--- src/rtl/fetch_stage.sv ---
// ============================================================================
// Module      : fetch_stage
// Description : DLX instruction-fetch stage. Owns the program counter, issues
//               word reads to a synchronous instruction memory, presents one
//               instruction per cycle to the decoder, parks the displayed
//               instruction in a hold buffer during stalls and redirects on
//               ID jumps and EX taken branches.
// Revision    : 1.0 - initial release
// ============================================================================
`default_nettype none

module fetch_stage #(
  parameter logic [31:0] RESET_PC = 32'h0000_0000,
  parameter logic [31:0] NOP      = 32'h0000_0000
) (
  input  logic        clk,
  input  logic        reset,
  output logic [31:0] i_address,
  output logic        i_read_enable,
  input  logic [31:0] i_data_read,
  input  logic        stall,
  input  logic        redirect_id,
  input  logic [31:0] target_id,
  input  logic        redirect_ex,
  input  logic [31:0] target_ex,
  output logic [31:0] instr_out,
  output logic [31:0] pc_plus4_out,
  output logic        instr_valid
);

  typedef enum logic [1:0] {
    S_BOOT = 2'd0,
    S_RUN  = 2'd1,
    S_HOLD = 2'd2
  } state_t;

  localparam logic [31:0] c_RESET_PC_ALIGNED = {RESET_PC[31:2], 2'b00};

  state_t      r_state;
  logic [31:0] r_pc;          // next sequential fetch address
  logic [31:0] r_fetch_pc;    // address of the outstanding response
  logic        r_live;        // outstanding response has not been killed
  logic [31:0] r_hold_instr;
  logic [31:0] r_hold_pc4;
  logic        r_hold_valid;

  logic [31:0] w_fa;
  logic        w_issue;
  logic        w_kill;
  logic [31:0] w_disp_instr;
  logic [31:0] w_disp_pc4;
  logic        w_disp_valid;

  // Issue address: EX branch beats ID jump; an ID jump only counts when not stalled.
  always_comb begin
    w_fa = r_pc;
    if (redirect_ex) begin
      w_fa = {target_ex[31:2], 2'b00};
    end else if (redirect_id && !stall) begin
      w_fa = {target_id[31:2], 2'b00};
    end
  end

  // BOOT always fetches; otherwise fetch unless stalled, but an EX redirect overrides the stall.
  assign w_issue = (r_state == S_BOOT) || redirect_ex || !stall;
  assign w_kill  = redirect_ex && (r_state != S_BOOT);

  // Instruction that would be shown to the decoder, before any EX kill.
  always_comb begin
    w_disp_instr = NOP;
    w_disp_pc4   = 32'h0000_0000;
    w_disp_valid = 1'b0;
    case (r_state)
      S_RUN: begin
        if (r_live) begin
          w_disp_instr = i_data_read;
          w_disp_pc4   = r_fetch_pc + 32'd4;
          w_disp_valid = 1'b1;
        end
      end
      S_HOLD: begin
        w_disp_instr = r_hold_instr;
        w_disp_pc4   = r_hold_pc4;
        w_disp_valid = r_hold_valid;
      end
      default: begin
        w_disp_instr = NOP;
        w_disp_pc4   = 32'h0000_0000;
        w_disp_valid = 1'b0;
      end
    endcase
  end

  // Output drive: reset forces idle values immediately; an EX redirect kills the ID slot.
  always_comb begin
    i_read_enable = 1'b0;
    i_address     = c_RESET_PC_ALIGNED;
    instr_out     = NOP;
    pc_plus4_out  = 32'h0000_0000;
    instr_valid   = 1'b0;
    if (!reset) begin
      i_read_enable = w_issue;
      i_address     = w_fa;
      if (!w_kill) begin
        instr_out    = w_disp_instr;
        pc_plus4_out = w_disp_pc4;
        instr_valid  = w_disp_valid;
      end
    end
  end

  // Fetch control: advance the PC on every issue, park the shown instruction on a RUN stall.
  always_ff @(posedge clk or posedge reset) begin
    if (reset) begin
      r_state      <= S_BOOT;
      r_pc         <= c_RESET_PC_ALIGNED;
      r_fetch_pc   <= c_RESET_PC_ALIGNED;
      r_live       <= 1'b0;
      r_hold_instr <= NOP;
      r_hold_pc4   <= 32'h0000_0000;
      r_hold_valid <= 1'b0;
    end else if (w_issue) begin
      // Covers BOOT, normal advance, leaving HOLD and EX redirects; any hold is spent.
      r_state      <= S_RUN;
      r_pc         <= w_fa + 32'd4;
      r_fetch_pc   <= w_fa;
      r_live       <= 1'b1;
      r_hold_valid <= 1'b0;
    end else if (r_state == S_RUN) begin
      // Stall without redirect: the memory word will not survive, so keep a copy.
      r_state      <= S_HOLD;
      r_hold_instr <= w_disp_instr;
      r_hold_pc4   <= w_disp_pc4;
      r_hold_valid <= w_disp_valid;
    end
  end

endmodule

`default_nettype wire

--- config.mk ---
export PLATFORM = sky130hd
export DESIGN_NAME = fetch_stage
export DESIGN_NICKNAME = d
export VERILOG_FILES = /design/src/rtl/fetch_stage.sv
export SDC_FILE = /design/constraint.sdc
export NUM_CORES = 1
export LEC_CHECK = 0
export CORE_MARGIN = 1
export CORE_UTILIZATION = 25
export DETAILED_ROUTE_END_ITERATION = 10
export GPL_TIMING_DRIVEN = 0
export PLACE_DENSITY = 0.43
export SETUP_SLACK_MARGIN = 0.3
export SKIP_CTS_REPAIR_TIMING = 1
export SYNTH_ARGS = -nofsm -noshare
export SYNTH_HDL_FRONTEND = slang
export SYNTH_SLANG_ARGS = --single-unit
--- constraint.sdc ---
create_clock -name clk -period 21.4 [get_ports clk]
set_clock_uncertainty 0.15 [all_clocks]
set_input_delay 4.28 -clock clk [delete_from_list [all_inputs] [get_ports clk]]
set_output_delay 4.28 -clock clk [all_outputs]
set_load 0.02 [all_outputs]
==> results of run 1 <==
[kinds of logic after synthesis]
logic type	after synthesis	share of synthesized area [%]
adder cells (fa/ha/maj)	5	0.8112
XOR/XNOR	53	6.019
AND/OR/NAND/NOR	394	25.16
buffers and inverters	83	5.078
AO/OA/AOI/OAI	222	19.66
multiplexers	8	1.087
flip-flops	130	42.18
[worst max-delay path: cells and delay by family]
kind | cells | cell delay, ns
buffers and inverters | 6 | 2.58
AO/OA/AOI/OAI | 2 | 0.62
AND/OR/NAND/NOR | 2 | 0.28
[cell usage in the layout (no fill, tap or decap), types with 17 or more instances in the layout]
cell / instances
nand2_1: 152
o21ai_0: 95
clkbuf_1: 43
dfrtp_1: 130
nand2b_1: 18
nor2_1: 109
clkdlybuf4s50_1: 193
nand3_1: 17
a32o_1: 31
xnor2_1: 30
a22oi_1: 36
xor2_1: 23
clkbuf_16: 17
[synth_stat cells (all sizes together) (3+ instances only)]
cell type    n
xor2        23
nor2       111
mux2i        5
or4b        17
o311ai      17
nand2b      18
xnor2       30
o21ai      100
ha           5
inv         14
nand3       17
a22o         4
nor3         9
a22oi       36
nor4b        6
o31ai        3
nand2      154
and2        12
a221oi       4
buf         26
or2b         4
clkbuf      43
and3         9
nand4       13
dfrtp      130
a21oi        8
nor4         4
or4          4
a31oi        3
mux2         3
or3          6
a32o        31
a21o         3
[registers in the layout (all words and copies together) (netlist names)]
register      count
r_fetch_pc       30
r_state           2
r_pc             32
r_hold_valid      1
r_hold_instr     32
r_hold_pc4       32
r_live            1
[stage by stage]
stage	utilization, %	setup WS (ns)	instance area (um^2)
after global routing	36.09	8.771	10840
after detailed placement	33.91	9.019	10180
final	36.09	9.146	10840
after global placement	33.74	3.813	10130
after floorplan	-	7.711	7712
after CTS	36.07	9.026	10830
[area by class of cell]
cell class | instances | share of cell area, %
multi-input combinational | 682 | 37.60
sequential | 130 | 30.01
timing repair buffer | 198 | 18.26
tap | 390 | 4.502
clock buffer | 19 | 4.179
buffer | 69 | 3.128
clock inverter | 13 | 1.789
inverter | 14 | 0.5310
[layer usage]
layer	vias to the layer above	wire, um	track usage [%]	share of wire [%]
li1	3618	-	-	-
met3	25	1173	2.699	4.0
met5	-	0	0	0
met2	194	13500	30.24	46
met4	0	417	4.879	1.4
met1	3683	13950	26.42	48
[worst max path at each step]
stage | startpoint | to | slack, ns
2_1_floorplan | reset | pc_plus4_out[19] | 7.71
3_3_place_gp | reset | pc_plus4_out[19] | 3.81
3_5_place_dp | reset | pc_plus4_out[19] | 9.02
4_1_cts | reset | pc_plus4_out[19] | 9.03
5_1_grt | reset | pc_plus4_out[24] | 8.77
6_report | reset | pc_plus4_out[19] | 9.15
[power groups by stage]
| stage | Sequential, uW | Combinational, uW | Clock (uW) |
|---|---|---|---|
| 6_report | 325 | 212 | 328 |
| 3_3_place_gp | 328 | 213 | 0 |
| 2_1_floorplan | 319 | 128 | 0 |
| 3_5_place_dp | 328 | 215 | 0 |
| 5_1_grt | 330 | 235 | 343 |
| 4_1_cts | 324 | 215 | 334 |
==> flow_metrics.env, run 1 <==
export IMPL_seqPwrFrac_pct=37.5
export IMPL_fmax_ghz=0.08160
export IMPL_slowest_stage="clkdlybuf4s50_1"
export IMPL_routedWlPerCell_um=19.17
export IMPL_initialDrtViolationCount=483
export IMPL_instances_no_fill=1515
export IMPL_synth_edff_count=0
export IMPL_worstHoldStart="r_hold_pc4[12]"
export IMPL_antenna_found_initial=0
export IMPL_r2r_start="r_state[0]"
export IMPL_cts_buffer_depth=2
export IMPL_syn_nets=1001
export IMPL_tns_ns=0
export IMPL_place_inst=1483
export IMPL_grt_start_max_net_pins=76
export IMPL_fin_hold_ws_ns=0.3268
export IMPL_r2r_end="r_pc[29]"
export IMPL_peakVddDrop_uv=51.54
export IMPL_ys_ff_latch=130
export IMPL_drc=0
export IMPL_slew_violations=0
export IMPL_p_comb_share_pct=24.6
export IMPL_root_buffer="clkbuf_16"
export IMPL_antennaDiodeCount=0
export IMPL_gp_congestion=0.8076
export IMPL_cp_end_kind="primary output"
export IMPL_yosysWarnings=0
export IMPL_gr_total_overflow=0
export IMPL_clock_latency_ns=0.43
export IMPL_antenna_left=0
export IMPL_cts_tree="done"
export IMPL_rsz0062_at_grt="no"
export IMPL_first_pass_iters=5
export IMPL_via_per_inst=4.964
export IMPL_first_global_vias=7537
export IMPL_switchingPower_uw=276.4
export IMPL_grtUsageTotal_pct=18.86
export IMPL_die_w_um=177.6
export IMPL_syn_inst=895
export IMPL_hold_viol_final=0
export IMPL_path_common_cell="clkbuf_1"
export IMPL_h_tree_depth=4
export IMPL_syn_to_final_growth_pct=40.54
export IMPL_drive_above_1_share_pct=7.822
export IMPL_port_buffers=193
export IMPL_crit_path_max_fanout=75
export IMPL_seq_area_um2=3253
export IMPL_p_clk_share_pct=37.9
export IMPL_crit_required_ns=16.97
export IMPL_synth_top_area_share_pct=42.18
export IMPL_hpwl_um=21930
export IMPL_vias=7520
export IMPL_worst_setup_path_start_kind="input port"
export IMPL_synth_top_area_cell="dfrtp_1"
export IMPL_max_stage_delay_ns=0.66
export IMPL_post_route_period_util_pct=57.26
export IMPL_hp_class="flop to flop"
export IMPL_crit_chain="clkbuf_1, inv_6, o21ai_1, inv_1, and3_1, clkbuf_1, clkbuf_1, nand2_1, o21ai_0, clkdlybuf4s50_1"
export IMPL_critical_path_arrival_ns=7.82
export IMPL_setup_viol=0
export IMPL_critPathKind="input port to primary output"
export IMPL_holdPathEnd="r_hold_pc4[12]"
export IMPL_cts_clk_slew_worst_paths_ns=0.06
export IMPL_row_count=63
export IMPL_die_h_um=177.6
export IMPL_power_uw=864.8
export IMPL_cellLeakagePower_uw=0.004210
export IMPL_maxCapViolations=0
export IMPL_synth_cell_types=66
export IMPL_relSlewSlack_pct=8.096
export IMPL_boundaryPins=199
export IMPL_dieArea_um2=31560
export IMPL_tightestPinTransition_ns=1.357
export IMPL_yosys_top_cells_area="dfrtp_1 (42%), nand2_1 (7.4%), o21ai_0 (6.2%)"
export IMPL_cts_buffers=17
export IMPL_num_fill_cells=3157
export IMPL_finalNetCount=1218
export IMPL_r2r_setup_slack_ns=18.48
export IMPL_reg2regPathDepth=9
export IMPL_synthArstFlopShare_pct=100.0
export IMPL_ys_seq_area_share_pct=42.18
export IMPL_internal_power_uw=588.4
export IMPL_core_area_um2=30030
export IMPL_grt_pass1_wl_um=45040
export IMPL_fin_crit_ns=12.25
export IMPL_holdPathStages=2
export IMPL_syn_area_um2=7712
export IMPL_switching_share_pct=31.96
export IMPL_wirelength_um=29040
export IMPL_multiInputGateArea_um2=4075
export IMPL_clock_sinks=130
export IMPL_outcome="completed"
export IMPL_initial_core_util_pct=25.68
export IMPL_power_density_nw_per_um2=79.79
export IMPL_synth_ff_type="dfrtp_1"
export IMPL_syn_area_per_cell_um2=8.617
Power figures use the tool's default switching activity.
==> run 2: changes to the inputs <==
- PLACE_DENSITY: 0.43 -> 0.44
- clock period: 21.4 -> 10 ns (I/O delays scaled with it)
==> run 2 against run 1 <==
Effect of this change: register-to-register slack got worse by 11 ns; clock power increased by 100%; critical path depth is 1 higher; total power up 110%; largest cell class unchanged; global-route usage shrank 0.36 points; critical path type unchanged; combinational power increased by 110%.
==> flow_metrics.env, run 2 (synthesis gave the netlist of run 1 again) <==
export IMPL_instances_no_fill=1514
export IMPL_maxCapViolations=0
export IMPL_drc=0
export IMPL_dieArea_um2=31560
export IMPL_core_area_um2=30030
export IMPL_p_comb_share_pct=25.2
export IMPL_port_buffers=193
export IMPL_gr_total_overflow=0
export IMPL_vias=7539
export IMPL_clock_sinks=130
export IMPL_wirelength_um=28570
export IMPL_cts_buffer_depth=2
export IMPL_critPathKind="input port to primary output"
export IMPL_initialDrtViolationCount=545
export IMPL_relSlewSlack_pct=8.817
export IMPL_crit_required_ns=7.85
export IMPL_worst_setup_path_start_kind="input port"
export IMPL_fin_crit_ns=7.641
export IMPL_hpwl_um=21820
export IMPL_crit_chain="clkdlybuf4s50_1, buf_6, buf_6, buf_6, nor2_1, and2_1, clkbuf_1, buf_1, buf_1, nor2_1, clkdlybuf4s50_1"
export IMPL_placed_area_um2=10190
export IMPL_crit_path_max_fanout=10
export IMPL_finalNetCount=1217
export IMPL_setup_viol=0
export IMPL_peakVddDrop_uv=121.1
export IMPL_gp_congestion=0.8029
export IMPL_h_tree_depth=4
export IMPL_drive_above_1_share_pct=7.651
export IMPL_first_pass_iters=5
export IMPL_cts_buffers=17
export IMPL_syn_to_final_growth_pct=39.94
export IMPL_outcome="completed"
export IMPL_root_buffer="clkbuf_16"
export IMPL_tns_ns=0
export IMPL_rsz0062_at_grt="no"
export IMPL_antennaDiodeCount=0
export IMPL_largestRegisters="r_hold_instr (32), r_hold_pc4 (32), r_pc (32)"
export IMPL_cp_end_kind="primary output"
export IMPL_switchingPower_uw=587.8
export IMPL_cts_tree="done"
export IMPL_antenna_found_initial=1
export IMPL_grtUsageTotal_pct=18.50
export IMPL_hold_viol_final=0
export IMPL_path_common_cell="buf_6"
export IMPL_final_common_cell="clkdlybuf4s50_1"
export IMPL_power_density_nw_per_um2=167.3
export IMPL_grt_start_max_net_pins=89
export IMPL_hp_class="flop to flop"
export IMPL_max_stage_delay_ns=0.56
export IMPL_row_count=63
export IMPL_first_global_vias=7434
export IMPL_power_uw=1806
export IMPL_post_route_period_util_pct=76.41
export IMPL_routedWlPerCell_um=18.87
export IMPL_switching_share_pct=32.55
export IMPL_boundaryPins=199
export IMPL_antenna_left=0
export IMPL_final_util_pct=35.94
export IMPL_p_clk_share_pct=36.4
export IMPL_critical_path_arrival_ns=5.49
export IMPL_slowest_stage="clkdlybuf4s50_1"
export IMPL_cellLeakagePower_uw=0.004175
export IMPL_final_area_um2=10790
export IMPL_clock_latency_ns=0.43
export IMPL_cts_clk_slew_worst_paths_ns=0.06
export IMPL_via_per_inst=4.980
export IMPL_seqPwrFrac_pct=38.5
export IMPL_die_h_um=177.6
export IMPL_fmax_ghz=0.1309
export IMPL_internal_power_uw=1218
export IMPL_grt_pass1_wl_um=44230
export IMPL_most_common_layout_cells="clkdlybuf4s50_1 (193), nand2_1 (152), dfrtp_1 (130)"
export IMPL_initial_core_util_pct=25.68
export IMPL_tightestPinTransition_ns=1.346
export IMPL_slew_violations=0
export IMPL_die_w_um=177.6
export IMPL_place_inst=1482
==> run 2: path summary, 6_finish.rpt <==
path	start	endpoint	slack [ns]	cells after the start
setup / recovery	redirect_ex	i_read_enable	2.36	11
hold / removal	r_hold_pc4[27]	r_hold_pc4[27]	0.33	2
setup reg to reg	r_state[0]	r_pc[13]	7.10	9
hold reg to reg	r_hold_pc4[27]	r_hold_pc4[27]	0.33	2
max in group asynchronous	reset	r_hold_pc4[7]	7.19	3
min in group asynchronous	reset	r_pc[12]	1.70	2
==> run 2: per-stage QoR <==
step	setup WS, ns	hold WS, ns
after CTS	2.334	0.3324
after global placement	-2.725	0.3059
final	2.359	0.3270
after detailed placement	2.350	0.3118
after global routing	2.051	0.3519
after floorplan	0.8708	0.2897
==> run 2: metal layers <==
metal  vias up  wire length (um)  global-route usage (%)
li1       3628                 -                       -
met5         -                 0                       0
met2       212             13120                   29.20
met3        24              1283                   3.278
met1      3675             13790                   26.05
met4         0               375                   4.416
==> run 2: layout make-up <==
type,instances,area [um^2]
clock inverters,14,176.4
well taps,390,488.0
repair buffers,197,1974
flip-flops and latches,130,3253
clock buffers,18,429.2
inverters,14,57.56
plain buffers,69,339.1
multi-input cells,682,4075
fillers,3123,19240
==> run 2: worst max-delay path, delay by kind of cell <==
family,cells,cell delay [ns]
buffers and inverters,8,3.08
AND/OR/NAND/NOR,3,0.38
==> run 2: power groups by stage <==
| stage | clock (uW) | sequential (uW) | combinational (uW) |
|---|---|---|---|
| final | 656 | 695 | 455 |
| after global routing | 691 | 707 | 503 |
| after CTS | 671 | 694 | 459 |
| after detailed placement | 0 | 702 | 458 |
| after global placement | 0 | 701 | 453 |
| after floorplan | 0 | 682 | 274 |
==> run 3: changes to the inputs <==
- clock period: 10 -> 6.26 ns (I/O delays scaled with it)
==> run 3 against run 2 <==
Effect of this change: final cell count up 0.40%; sequential power rose by 60%; die area did not move; total power is 60% higher; flip-flop and latch count unchanged; wire length grew 2.5%; first-iteration DRC count is 5.0% lower; design area grew 1.8%; combinational power is 64% higher; register-to-register slack worse by 3.6 ns; non-clock buffer count up 6; critical endpoint is now i_address[26]; largest power group unchanged.
==> flow_metrics.env, run 3 (synthesis gave the netlist of run 1 again) <==
export IMPL_fin_hold_ws_ns=0.3256
export IMPL_outcome="completed"
export IMPL_syn_to_final_growth_pct=42.47
export IMPL_crit_chain="clkdlybuf4s50_1, and2b_1, buf_2, buf_2, o311ai_1, nor2_1, clkdlybuf4s50_1"
export IMPL_tns_ns=0
export IMPL_slowest_stage="o311ai_1"
export IMPL_grt_pass1_wl_um=45600
export IMPL_fmax_ghz=0.1731
export IMPL_clock_latency_ns=0.42
export IMPL_vias=7567
export IMPL_finalNetCount=1223
export IMPL_hold_viol_final=0
export IMPL_most_common_layout_cells="clkdlybuf4s50_1 (193), nand2_1 (151), dfrtp_1 (130)"
export IMPL_cts_buffers=17
export IMPL_gp_congestion=0.7975
export IMPL_power_density_nw_per_um2=262.8
export IMPL_cts_buffer_depth=2
export IMPL_row_count=63
export IMPL_peakVddDrop_uv=155.9
export IMPL_largestRegisters="r_hold_instr (32), r_hold_pc4 (32), r_pc (32)"
export IMPL_clock_sinks=130
export IMPL_initialDrtViolationCount=518
export IMPL_crit_path_max_fanout=10
export IMPL_cts_tree="done"
export IMPL_cp_end_kind="primary output"
export IMPL_worst_setup_path_start_kind="input port"
export IMPL_gr_total_overflow=0
export IMPL_antenna_found_initial=0
export IMPL_h_tree_depth=4
export IMPL_hp_class="flop to flop"
export IMPL_relSlewSlack_pct=17.45
export IMPL_first_pass_iters=5
export IMPL_core_area_um2=30030
export IMPL_wirelength_um=29290
export IMPL_die_h_um=177.6
export IMPL_drive_above_1_share_pct=10.53
export IMPL_rsz0062_at_grt="no"
export IMPL_dp_worst_setup_slack_ns=-0.01486
export IMPL_via_per_inst=4.978
export IMPL_critical_path_arrival_ns=4.38
export IMPL_max_stage_delay_ns=1.01
export IMPL_fin_crit_ns=5.778
export IMPL_final_common_cell="clkdlybuf4s50_1"
export IMPL_critPathKind="input port to primary output"
export IMPL_instances_no_fill=1520
export IMPL_root_buffer="clkbuf_16"
export IMPL_antennaDiodeCount=0
export IMPL_layout_setup_ws_ns=0.4815
export IMPL_maxCapViolations=0
export IMPL_cts_clk_slew_worst_paths_ns=0.06
export IMPL_initial_core_util_pct=25.68
export IMPL_final_util_pct=36.59
export IMPL_cellLeakagePower_uw=0.004292
export IMPL_dieArea_um2=31560
export IMPL_die_w_um=177.6
export IMPL_setup_viol=0
export IMPL_drc=0
export IMPL_post_route_period_util_pct=92.31
export IMPL_grtUsageTotal_pct=18.98
export IMPL_grt_start_max_net_pins=39
export IMPL_first_global_vias=7700
export IMPL_routedWlPerCell_um=19.27
export IMPL_boundaryPins=199
export IMPL_slew_violations=0
export IMPL_antenna_left=0
export IMPL_port_buffers=193
export IMPL_hpwl_um=22280
export IMPL_place_inst=1486
export IMPL_crit_required_ns=4.86
export IMPL_tightestPinTransition_ns=1.219
run 3: cell types whose count changed in the layout (fill, tap and decap cells not counted), moves of 3 or more:
| cell | previous run | this run |
|---|---|---|
| o21ai_2 | 0 | 11 |
| clkbuf_1 | 44 | 34 |
| o21ai_0 | 95 | 84 |
| buf_12 | 1 | 4 |
| clkbuf_4 | 0 | 4 |
| clkbuf_2 | 0 | 6 |
run 3: routing by layer:
layer | vias to the layer above | share of wire [%] | track usage (%)
met5 | - | 0 | 0
met3 | 17 | 4.5 | 3.128
li1 | 3638 | - | -
met2 | 215 | 46 | 30.45
met1 | 3697 | 48 | 26.56
met4 | 0 | 0.90 | 4.167
run 3: area by class of cell:
class                   count  area [um^2]
inverters                  14        56.30
multi-input cells         682         4146
repair buffers            203         2054
flip-flops and latches    130         3253
plain buffers              69        391.6
fillers                  3121        19040
clock inverters            15        172.7
well taps                 390        488.0
clock buffers              17        425.4
run 3: path summary, 6_finish.rpt:
kind / slack, ns / endpoint / start / cells past startpoint
setup / recovery: 0.48 / i_address[26] / redirect_id / 7
hold / removal: 0.33 / r_hold_pc4[27] / r_hold_pc4[27] / 2
setup reg to reg: 3.47 / r_hold_pc4[20] / r_state[1] / 8
hold reg to reg: 0.33 / r_hold_pc4[27] / r_hold_pc4[27] / 2
max in group asynchronous: 4.50 / r_fetch_pc[15] / reset / 5
min in group asynchronous: 0.76 / r_pc[2] / reset / 3
run 3: worst max-delay path, delay by kind of cell:
family                 cells  cell delay, ns
buffers and inverters      4            1.59
AND/OR/NAND/NOR            2            0.51
AO/OA/AOI/OAI              1            1.01
run 3: through the flow:
stage	power [uW]	instance area, um^2
2_1_floorplan	1538	7821
3_3_place_gp	1858	10240
3_5_place_dp	1875	10370
4_1_cts	2919	10960
5_1_grt	3051	10990
6_report	2888	10990
run 3: power by group:
part	switching (uW)	internal, uW	total [uW]
Sequential	112	998	1110
Combinational	421	327	748
Clock	431	599	1030
Total	964	1920	2890
